--- src/rtl/hyper_pkg.sv ---
// Shared types and constants for the HyperBus PHY transmit path.
package hyper_pkg;

  typedef enum logic [2:0] {
    ST_IDLE,
    ST_CA,
    ST_LAT,
    ST_DATA,
    ST_END
  } tx_state_e;

  localparam int CA_RW_BIT = 47;
  localparam int CA_AS_BIT = 46;
  localparam int CA_WORDS  = 3;

endpackage

--- src/rtl/hyper_ddr_out.sv ---
// Clock-selected DDR output mux: high byte / RWDS[1] while clk_i=1, low half while clk_i=0.
module hyper_ddr_out (
  input  logic        clk_i,
  input  logic [15:0] word_i,
  input  logic [1:0]  mask_i,
  output logic [7:0]  dq_o,
  output logic        rwds_o
);

  assign dq_o   = clk_i ? word_i[15:8] : word_i[7:0];
  assign rwds_o = clk_i ? mask_i[1]    : mask_i[0];

endmodule

--- src/rtl/hyper_ddr_tx.sv ---
// HyperBus transmit sequencer: CA, initial latency and masked write data onto DDR DQ/RWDS.
module hyper_ddr_tx
  import hyper_pkg::*;
#(
  parameter int LAT_CYCLES = 6
) (
  input  logic        clk_i,
  input  logic        rst_ni,
  input  logic        trans_valid_i,
  output logic        trans_ready_o,
  input  logic [47:0] ca_i,
  input  logic        double_lat_i,
  input  logic        data_valid_i,
  output logic        data_ready_o,
  input  logic [15:0] data_i,
  input  logic [1:0]  strb_i,
  input  logic        last_i,
  output logic        cs_no,
  output logic [7:0]  dq_o,
  output logic        dq_oe_o,
  output logic        rwds_o,
  output logic        rwds_oe_o,
  output logic        done_o,
  output logic        err_o,
  output tx_state_e   dbg_state_o
);

  localparam int CNT_W = $clog2(2 * LAT_CYCLES + 1);
  localparam int IDX_W = $clog2(CA_WORDS + 1);

  // Valid/ready: a transfer happens on a rising edge where both are high;
  // ready depends only on the FSM state, never on valid.
  tx_state_e          state;
  logic [47:0]        ca_sr;
  logic               is_read;
  logic               is_reg;
  logic [IDX_W-1:0]   idx;
  logic [CNT_W-1:0]   cnt;
  logic [15:0]        word_q;
  logic [1:0]         mask_q;

  assign trans_ready_o = (state == ST_IDLE);
  assign data_ready_o  = (state == ST_DATA);
  assign dbg_state_o   = state;

  always_ff @(posedge clk_i or negedge rst_ni) begin
    if (!rst_ni) begin
      state     <= ST_IDLE;
      ca_sr     <= '0;
      is_read   <= 1'b0;
      is_reg    <= 1'b0;
      idx       <= '0;
      cnt       <= '0;
      word_q    <= '0;
      mask_q    <= '0;
      cs_no     <= 1'b1;
      dq_oe_o   <= 1'b0;
      rwds_oe_o <= 1'b0;
      done_o    <= 1'b0;
      err_o     <= 1'b0;
    end else begin
      done_o <= 1'b0;
      err_o  <= 1'b0;
      case (state)
        ST_IDLE: begin
          if (trans_valid_i) begin
            is_read <= ca_i[CA_RW_BIT];
            is_reg  <= ca_i[CA_AS_BIT];
            cnt     <= double_lat_i ? CNT_W'(2 * LAT_CYCLES) : CNT_W'(LAT_CYCLES);
            ca_sr   <= {ca_i[31:0], 16'h0000};
            word_q  <= ca_i[47:32];
            mask_q  <= 2'b00;
            idx     <= IDX_W'(1);
            cs_no   <= 1'b0;
            dq_oe_o <= 1'b1;
            state   <= ST_CA;
          end
        end
        ST_CA: begin
          word_q <= ca_sr[47:32];
          ca_sr  <= {ca_sr[31:0], 16'h0000};
          idx    <= idx + IDX_W'(1);
          // The last CA word is being loaded; it is on the pins in the next state.
          if (idx == IDX_W'(CA_WORDS - 1)) begin
            if (is_read)     state <= ST_END;
            else if (is_reg) state <= ST_DATA;
            else             state <= ST_LAT;
          end
        end
        ST_LAT: begin
          dq_oe_o <= 1'b0;
          if (cnt == CNT_W'(1)) begin
            rwds_oe_o <= 1'b1;
            mask_q    <= 2'b11;
            state     <= ST_DATA;
          end else begin
            cnt <= cnt - CNT_W'(1);
          end
        end
        ST_DATA: begin
          if (data_valid_i) begin
            word_q    <= data_i;
            mask_q    <= ~strb_i;
            dq_oe_o   <= 1'b1;
            rwds_oe_o <= 1'b1;
            if (last_i) state <= ST_END;
          end else begin
            // A write burst cannot be stalled, so a missing word aborts it.
            err_o     <= 1'b1;
            cs_no     <= 1'b1;
            dq_oe_o   <= 1'b0;
            rwds_oe_o <= 1'b0;
            state     <= ST_IDLE;
          end
        end
        ST_END: begin
          cs_no     <= 1'b1;
          dq_oe_o   <= 1'b0;
          rwds_oe_o <= 1'b0;
          done_o    <= 1'b1;
          state     <= ST_IDLE;
        end
        default: state <= ST_IDLE;
      endcase
    end
  end

  hyper_ddr_out u_ddr_out (
    .clk_i  (clk_i),
    .word_i (word_q),
    .mask_i (mask_q),
    .dq_o   (dq_o),
    .rwds_o (rwds_o)
  );

endmodule

--- config.mk ---
export PLATFORM = sky130hd
export DESIGN_NAME = hyper_ddr_tx
export DESIGN_NICKNAME = d
export VERILOG_FILES = /design/src/rtl/hyper_pkg.sv /design/src/rtl/hyper_ddr_out.sv /design/src/rtl/hyper_ddr_tx.sv
export SDC_FILE = /design/constraint.sdc
export NUM_CORES = 1
export LEC_CHECK = 0
export ABC_AREA = 1
export CAP_MARGIN = 40
export CORE_ASPECT_RATIO = 0.6
export CORE_MARGIN = 2
export CORE_UTILIZATION = 50
export CTS_CLUSTER_SIZE = 28
export DETAILED_ROUTE_END_ITERATION = 10
export GPL_TIMING_DRIVEN = 0
export PLACE_DENSITY = 0.88
export SLEW_MARGIN = 15
export SYNTH_ARGS = -nofsm -noshare
export SYNTH_HDL_FRONTEND = slang
export SYNTH_SLANG_ARGS = --single-unit
export TNS_END_PERCENT = 20
--- constraint.sdc ---
create_clock -name clk_i -period 3.7 [get_ports clk_i]
set_input_delay 0.37 -clock clk_i [delete_from_list [all_inputs] [get_ports clk_i]]
set_output_delay 0.37 -clock clk_i [all_outputs]
set_load 0.05 [all_outputs]
==> key figures, run 1 <==
Run status
  – Status: complete, but fails checks
  – Failing checks: DRC

Placed design
  – Post-detail-place hpwl: slightly above 7 mm
  – Port bufs: 89
  – GPL Wtd Cong: 0.880

CTS
  – Clock transition at path regs: roughly 0.050 ns
  – Clk Latency, worst-skew pair: ~0.45 ns
  – CTS tree: yes

Critical path
  – CP dominant cell by count: clkbuf_16
  – Largest stage delay on the critical path: 0.18 ns
  – RR Startpoint: dbg_state_o[0]
  – Reg2reg end: mask_q[1]
  – CP Class: clk -> out
  – CP Max Fanout: 5
  – CP required: ~3.3 ns
  – Worst path cell trace: clkbuf_16, clkbuf_16, clkbuf_16, clkbuf_16, clkbuf_16, clkbuf_16, clkbuf_8, clkbuf_16, o21ai_4, buf_6
  – Worst setup SP type: clock port
  – CP delay by family, top: buffers and inverters
  – CP Data Arrival Time: ~3.3 ns
  – R2R depth: 8
  – R2R setup slack: around 2.1 ns
  – Kind of end point of the critical path: output pin
  – Critical path's slowest cell: buf_6
  – WP buf/inv: 9

Cells and area
  – Antenna diodes: 0
  – Max FFs per register: 32
  – Layout cells sized above 1: 0.162
  – Most flop-heavy register: ca_sr
  – Area growth from synthesis to layout: 46.2%
  – Top Registers: ca_sr (32), word_q (16), cnt (4)
  – Final nets: 650

Pwr
  – Tot Pwr: 5790 uW
  – Leakage: between 0.002 and 0.003 uW
  – Pwr Density: roughly 1100 nW/um2
  – VDD IR max: between 0.3 and 0.4 mV

Routing
  – Antenna Nets Post-Route: 0
  – Post-Route WL: slightly above 10 mm
  – Avg WL per Cell: approximately 15 um
  – Starting DRT DRC Count: approximately 270
  – Vias per cell: between 5 and 6
  – Total number of vias: 3474
  – # DRC: 6
  – DRT Pass-1 Iters: 8

Global route
  – Pin count of the biggest net entering global routing: between 60 and 70
  – Number of global-route vias before repair: between 3000 and 4000
  – Initial antenna violation count: 0
  – First-pass GRT wire length: about 17 mm
  – GRT Residual Overflow: 0
  – GR Util All Layers: 0.279

Timing
  – Setup total negative slack: 0 ns
  – Setup clock skew after layout: between 0.009 and 0.01 ns
  – Final Setup Violations: 0
  – Final number of hold-violating endpoints: 0
  – Slew Viols, Final: 0
  – RSZ-0062 raised after global routing: no
  – Rel. slew slack: 0.663
  – Slew @ Worst Pin: 0.504 ns

Job
  – Max_cap viols: 0

Floorplanning
  – Die footprint: slightly below 8000 um2
  – Die Wd: approximately 110 um
  – Std-Cell Rows: 23
  – I/O pin count: 91
  – Die Ht: just under 70 um
  – Core area: a little under 7000 um2
  – Initial core utilization: 0.526

Worst hold path
  – HP Class: in -> async

Yosys
  – Dominant cell type by area after synthesis: dfrtp_1
  – Synth unique cells: 27
  – #FFs+latches synth: 66
  – Mapped Nets: between 500 and 600
  – Register area share after synthesis: 0.463
  – Synth warn: 0
  – Dominant cells by area after synthesis: dfrtp_1, nand2_1, nand3_1
  – Cells after synthesis: 462
  – Area share of the largest cell type after synthesis: 0.455
  – Avg Inst Size Synth: 7.73 um2
  – Cell area after synthesis: 3570 um2
-- power by group --
group / internal [uW] / switching (uW) / leakage, uW
Clock: 1290 / 932 / 0.000380
Combinational: 816 / 1530 / 0.00133
Sequential: 1060 / 159 / 0.000837
-- area by class of cell --
| cell class | count | area (um2) |
|---|---|---|
| plain buffers | 21 | 164 |
| repair buffers | 82 | 836 |
| multi-input cells | 332 | 1620 |
| clock buffers | 33 | 616 |
| clock inverters | 5 | 55.1 |
| flip-flops and latches | 66 | 1650 |
| well taps | 87 | 109 |
| inverters | 42 | 173 |
| fillers | 446 | 1570 |
-- cell families (layout without fill, tap and decap cells) --
group | Yosys count | in the layout | synth area share
flops | 66 | 66 | 0.463
xor+xnor | 1 | 1 | 0.00245
mux | 1 | 1 | 0.00315
buf+inv | 64 | 183 | 0.0924
fa+ha+maj | 3 | 3 | 0.0105
compound gates | 69 | 69 | 0.103
simple gates | 258 | 258 | 0.326
-- layer usage --
metal	track usage	share of wire
met5	0	0
met4	0.142	0.018
met3	0.123	0.096
met2	0.407	0.45
met1	0.351	0.44
-- cells in the mapped netlist --
cell type / instances
and2_1: 1
nor3_1: 1
dfrtp_1: 65
nor2_1: 10
nand3_4: 1
o21ai_0: 39
o21ai_1: 21
inv_6: 1
buf_4: 8
buf_2: 6
clkbuf_1: 3
inv_1: 37
nor2_8: 2
ha_1: 3
nand2_8: 1
a21oi_1: 3
nor2_4: 5
nor2_2: 4
nand2_4: 4
o21ai_2: 6
nand2_1: 187
buf_6: 5
mux2_2: 1
nand3_1: 42
inv_4: 4
dfstp_2: 1
xnor2_1: 1
-- cells in the final DEF, fill, tap and decap left out, types with 2 or more instances in the layout --
cell type / synthesis / final
nand2_4: 4 / 4
a21oi_1: 3 / 3
o21ai_0: 39 / 31
buf_2: 6 / 6
dfrtp_1: 65 / 65
clkbuf_8: 0 / 2
nand3_1: 42 / 42
o21ai_2: 6 / 10
nor2_2: 4 / 4
clkbuf_1: 3 / 3
nor2_8: 2 / 2
o21ai_1: 21 / 24
clkdlybuf4s50_1: 0 / 79
nor2_4: 5 / 5
nand2_1: 187 / 186
buf_6: 5 / 10
buf_4: 8 / 14
nor2_1: 10 / 10
inv_4: 4 / 4
clkinvlp_4: 0 / 2
inv_1: 37 / 37
ha_1: 3 / 3
clkinv_2: 0 / 2
clkbuf_16: 0 / 20
-- worst max-delay path by stage --
stage | endpoint | start | cells past startpoint | slack [ns]
3_5_place_dp | dq_o[5] | clk_i | 4 | 0.18
3_3_place_gp | dq_o[5] | clk_i | 4 | 0.18
6_report | dq_o[6] | clk_i | 10 | 0.08
4_1_cts | dq_o[6] | clk_i | 10 | 0.06
2_1_floorplan | dq_o[5] | clk_i | 3 | 0.02
5_1_grt | dq_o[1] | clk_i | 11 | 0.03
-- what timing repair did --
action | 4_1_cts | 5_1_grt
setup endpoints to repair | 9 | 0
hold buffers | 1 | 0
setup buffers | 1 | 0
resized for setup | 85 | 0
hold endpoints to repair | 65 | 0
-- per-stage QoR --
step | hold WS (ns) | util | std cells | cell area (um2) | setup slack [ns]
after floorplan | 0.0744 | - | 462 | 3570 | 0.0191
after global placement | 0.464 | 0.673 | 638 | 4570 | 0.183
after detailed placement | 0.172 | 0.677 | 639 | 4600 | 0.183
after CTS | 0.248 | 0.769 | 668 | 5220 | 0.0644
after global routing | 0.273 | 0.769 | 668 | 5220 | 0.0322
final | 0.253 | 0.769 | 668 | 5220 | 0.0776
Note: power is estimated with default switching activity, not from simulation.
==> inputs of run 2 (changes only) <==
- GPL_ROUTABILITY_DRIVEN: unset -> 0
==> results of run 2 <==
Same layout as run 1: the final DEF is identical, and so are final timing and power.
